--- src/rtl/lsu_arb.sv ---
// lsu_arb: two-master round-robin arbiter with burst limit and lock for a single LSU port
module lsu_arb #(
  parameter int MAX_BURST = 4
) (
  input  logic        clk,
  input  logic        rst,
  input  logic        i_m0_req,
  input  logic        i_m0_we,
  input  logic        i_m0_lock,
  input  logic [31:0] i_m0_addr,
  input  logic [31:0] i_m0_wdata,
  input  logic        i_m1_req,
  input  logic        i_m1_we,
  input  logic        i_m1_lock,
  input  logic [31:0] i_m1_addr,
  input  logic [31:0] i_m1_wdata,
  output logic        o_m0_ack,
  output logic [31:0] o_m0_rdata,
  output logic        o_m1_ack,
  output logic [31:0] o_m1_rdata,
  output logic        o_lsu_we,
  output logic        o_lsu_re,
  output logic [31:0] o_lsu_addr,
  output logic [31:0] o_lsu_wdata,
  input  logic [31:0] i_lsu_rdata,
  output logic [1:0]  o_grant
);
  typedef enum logic [1:0] {IDLE, OWN0, OWN1} state_t;
  state_t     state, state_nx;
  logic       ptr;
  logic [3:0] cnt;
  logic [4:0] sum;
  logic       own0, own1, lim;
  assign own0 = state == OWN0;
  assign own1 = state == OWN1;
  assign o_m0_ack = own0 & i_m0_req & !rst;
  assign o_m1_ack = own1 & i_m1_req & !rst;
  assign sum = {1'b0, cnt} + {4'd0, o_m0_ack | o_m1_ack};
  assign lim = sum >= 5'(MAX_BURST);
  assign o_lsu_we = o_m0_ack ? i_m0_we : o_m1_ack & i_m1_we;
  assign o_lsu_re = o_m0_ack ? !i_m0_we : o_m1_ack & !i_m1_we;
  assign o_lsu_addr = own1 ? i_m1_addr : i_m0_addr;
  assign o_lsu_wdata = own1 ? i_m1_wdata : i_m0_wdata;
  assign o_m0_rdata = (o_m0_ack & !i_m0_we) ? i_lsu_rdata : '0;
  assign o_m1_rdata = (o_m1_ack & !i_m1_we) ? i_lsu_rdata : '0;
  assign o_grant = {own1, own0};
  // next owner: lock holds, waiting master takes over on idle owner or exhausted burst
  always_comb begin
    state_nx = IDLE;
    case (state)
      IDLE: state_nx = (i_m0_req & i_m1_req) ? (ptr ? OWN1 : OWN0) : i_m0_req ? OWN0 : i_m1_req ? OWN1 : IDLE;
      OWN0: state_nx = i_m0_lock ? OWN0 : (i_m1_req & (!i_m0_req | lim)) ? OWN1 : (!i_m0_req & !i_m1_req) ? IDLE : OWN0;
      OWN1: state_nx = i_m1_lock ? OWN1 : (i_m0_req & (!i_m1_req | lim)) ? OWN0 : (!i_m1_req & !i_m0_req) ? IDLE : OWN1;
      default: state_nx = IDLE;
    endcase
  end
  // state, saturating burst count cleared on ownership change, pointer favouring the non-owner
  always_ff @(posedge clk) begin
    if (rst) begin
      state <= IDLE;
      cnt <= '0;
      ptr <= 1'b0;
    end else begin
      state <= state_nx;
      cnt <= (state_nx != state || state_nx == IDLE) ? 4'd0 : lim ? 4'(MAX_BURST) : sum[3:0];
      if (state_nx == OWN0 && state != OWN0) ptr <= 1'b1;
      else if (state_nx == OWN1 && state != OWN1) ptr <= 1'b0;
    end
  end
endmodule

--- config.mk ---
export PLATFORM = sky130hd
export DESIGN_NAME = lsu_arb
export DESIGN_NICKNAME = d
export VERILOG_FILES = /design/src/rtl/lsu_arb.sv
export SDC_FILE = /design/constraint.sdc
export NUM_CORES = 1
export LEC_CHECK = 0
export ABC_CLOCK_PERIOD_IN_PS = 2110
export CAP_MARGIN = 10
export CELL_PAD_IN_SITES_DETAIL_PLACEMENT = 0
export CELL_PAD_IN_SITES_GLOBAL_PLACEMENT = 2
export CORE_AREA = 2 2 146 148
export DETAILED_ROUTE_END_ITERATION = 8
export DIE_AREA = 0 0 148 150
export HOLD_SLACK_MARGIN = 0.1
export PLACE_DENSITY = 0.78
export SLEW_MARGIN = 25
export SYNTH_ARGS = -nofsm -noshare
export SYNTH_HDL_FRONTEND = slang
export SYNTH_SLANG_ARGS = --single-unit
export TNS_END_PERCENT = 30
--- constraint.sdc ---
create_clock -name clk -period 2.11 [get_ports clk]
set_input_delay 0.211 -clock clk [delete_from_list [all_inputs] [get_ports clk]]
set_output_delay 0.211 -clock clk [all_outputs]
set_load 0.01 [all_outputs]
==> impl_metrics.py <==
metrics = {
    "run_status": {
        "outcome": "complete, but fails checks",
        "violations": "setup timing",
    },
    "worst_setup_path": {
        "critical_path.top_delay_family": "buffers and inverters",
        "worstSetupStartpointType": "flop",
        "crit_required_ps": 1900,
        "critical_path_peak_fanout": 8,
        "timing.setup.critical_path_class": "reg -> out",
        "critPathSlowestCell": "sky130_fd_sc_hd__clkdlybuf4s50_1",
        "critical_path.n_buffers_inverters": 2,
        "crit_arrival_ps": 1930,
        "setup.worst_path.end_class": "primary output",
        "cells_traversed_along_the_worst_timing_path": "nand2b_2 -> buf_4 -> mux2_4 -> clkdlybuf4s50_1",
        "cpPeakStageDelay_ps": 510,
    },
    "flow_run": {
        "max_capacitance_violation_count": 0,
    },
    "synthesis": {
        "synth.top_cell.area_share": 0.3634,
        "syn_area_per_cell_um2": 9.875,
        "largest_area_contributor_in_the_synthesized_netlist": "sky130_fd_sc_hd__mux2_4",
        "netlist_instances": 205,
        "netlist-cell-type-count": 38,
        "post_synth_instance_area_um2": 2024,
        "ys_top_cells_by_area": "sky130_fd_sc_hd__mux2_4 (36%), sky130_fd_sc_hd__and2_1 (19%), sky130_fd_sc_hd__mux2_2 (8.3%)",
        "synth_seq_cells": 7,
        "synth.yosys.seq_area_share": 0.06922,
        "ys.warnings.count": 0,
        "synth_fp_nets": 375,
    },
    "drt": {
        "ant_nets": 0,
        "avgViaCountPerCell": 3.474,
        "dr.pass1.iters": 5,
        "vias": 2776,
        "detail_route.drc_violations": 0,
        "drt-wirelength-per-cell_um": 14.85,
        "detailedRoute.firstIterationViolations": 83,
        "postRouteWirelength_mm": 11.86,
    },
    "pwr": {
        "worst_ir_drop_vdd_uv": 420.3,
        "p_leak_nw": 3.137,
        "power-per-cell-area_nw_per_um2": 312.6,
    },
    "clock_tree": {
        "insertion_delay_ps": 240,
        "ctsHtreeMaxLevel": 1,
        "tritoncts_num_sinks": 7,
        "path_clk_slew_ps": 40,
        "numCtsBuffers": 3,
        "cts.root.buffer_cell": "sky130_fd_sc_hd__clkbuf_16",
        "cts_buffer_depth": 2,
        "cts_tree": "done",
    },
    "floorplanning": {
        "initial_util": 0.09785,
        "floorplan.die.height_um": 150,
        "rows": 53,
        "boundaryPins": 302,
        "die-area_um2": 22200,
        "core_area_um2": 20690,
        "die_w_um": 148,
    },
    "layout": {
        "final_net_count": 695,
        "synthToLayoutAreaGrowth_pct": 176.1,
        "layout_commonest_cell": "sky130_fd_sc_hd__clkdlybuf4s50_1",
        "share_of_post_route_cells_with_drive_strength_above_1": 0.2118,
        "antenna_cells_inserted": 0,
        "fillCellCount": 2200,
        "layout.cells.most_common_list": "sky130_fd_sc_hd__clkdlybuf4s50_1 (191), sky130_fd_sc_hd__dlygate4sd2_1 (71), sky130_fd_sc_hd__and2_1 (63)",
    },
    "global_routing": {
        "groute.usage.overall": 0.09362,
        "number_of_global_route_vias_before_repair": 2796,
        "pin_count_of_the_biggest_net_entering_global_routing": 33,
        "global_route.overflow_total": 0,
        "initial_antenna_violation_count": 0,
        "grt_pass1_wl_mm": 16.39,
    },
    "timing": {
        "totalNegativeSetupSlack_ps": -211.2,
        "final-setup-viol-count": 13,
        "post-route-period-util": 1.016,
        "fin_skew_ps": 4.245,
        "maxSlewViolCount": 0,
        "max_freq_mhz": 466.3,
        "post-route-worst-setup-slack_ps": -34.71,
        "timing_hold_violations_final": 0,
        "grt_setup_unrepaired": "true",
        "crit_path_time_final_ps": 2145,
    },
    "placement": {
        "globalplace.congestion": 0.9169,
        "io_buffers": 301,
        "dpl.hpwl_mm": 9.808,
        "placement.setup.worst_slack_ps": -250.9,
    },
    "min_path": {
        "hold_path.class": "reg -> reg",
    },
}
final timing paths:
check / endpoint / slack [ps] / cells after the start / startpoint
worst min-delay path: ptr / 490 / 2 / ptr
worst min register to register: ptr / 490 / 2 / ptr
worst max-delay path: o_lsu_addr[26] / -30 / 4 / state[0]
worst max register to register: state[1] / 60 / 9 / state[1]
repair_timing:
item,4_1_cts,5_1_grt
setup buffers,6,0
gates cloned,3,0
pin swaps,1,0
gates resized for setup,85,41
setup endpoints to repair,133,64
hold buffers,0,0
sequential cells by signal (all words and copies together), names as in the netlist:
| name | flops |
|---|---|
| ptr | 1 |
| state | 2 |
| cnt | 4 |
area by class of cell:
class | instances | area [um2] | area share
multi-input combinational | 174 | 1644 | 0.2942
clock buffer | 4 | 78.83 | 0.01410
inverter | 9 | 33.78 | 0.006044
timing repair buffer | 330 | 3341 | 0.5977
sequential | 7 | 147.6 | 0.02642
tap | 275 | 344.1 | 0.06156
power breakdown:
group | internal [W] | switching (W)
registers | 0.000147 | 0.0000235
logic | 0.000835 | 0.000410
clock network | 0.000252 | 0.0000797
synthesized netlist by cell type (all sizes together):
| cell type | instances |
|---|---|
| a22o | 1 |
| and2 | 65 |
| o31a | 1 |
| buf | 16 |
| a31o | 1 |
| a31oi | 2 |
| nand2 | 7 |
| o22ai | 1 |
| a211oi | 1 |
| o211ai | 1 |
| o2111ai | 2 |
| and3 | 1 |
| o21ai | 1 |
| a21oi | 4 |
| dfxtp | 7 |
| nand2b | 2 |
| nor3b | 1 |
| conb | 1 |
| inv | 9 |
| nand4b | 2 |
| nor2 | 4 |
| ha | 2 |
| or2 | 1 |
| mux2 | 64 |
| nand3 | 4 |
| and2b | 1 |
| a21boi | 1 |
| a2111oi | 1 |
| o31ai | 1 |
stage by stage:
step	total power [W]	utilization	cell area [um2]	cells	hold slack, ps
finish	0.001747	0.2701	5589	799	494.7
global route	0.001834	0.2701	5589	799	515.5
CTS	0.001764	0.2657	5497	799	492.0
detailed placement	0.001410	0.2588	5355	786	485.2
global placement	0.001405	0.2588	5355	786	490.2
floorplan	0.0007168	-	2024	205	379.8
metal layers:
metal  GRT usage  vias up  wire length [um]
met5           0        -                 0
met4     0.02333        0               232
met3     0.01494       17               886
met2      0.1882      149              6376
met1      0.1006     1268              4367
li1            -     1342                 -
cell families after synthesis:
kind of cell / after synthesis / share of synthesized area
AND/OR/NAND/NOR: 88 / 0.2787
multiplexers: 64 / 0.4468
buffers and inverters: 25 / 0.1261
AO/OA/AOI/OAI: 18 / 0.06490
flip-flops: 7 / 0.06922
adder cells (fa/ha/maj): 2 / 0.01236
other: 1 / 0.001852
worst min-delay path, cell delays in order (launching register included):
cell	delay [ps]
sky130_fd_sc_hd__dfxtp_1	320
sky130_fd_sc_hd__nand2b_1	70
sky130_fd_sc_hd__o31ai_1	60
Note: power is estimated with default switching activity, not from simulation.
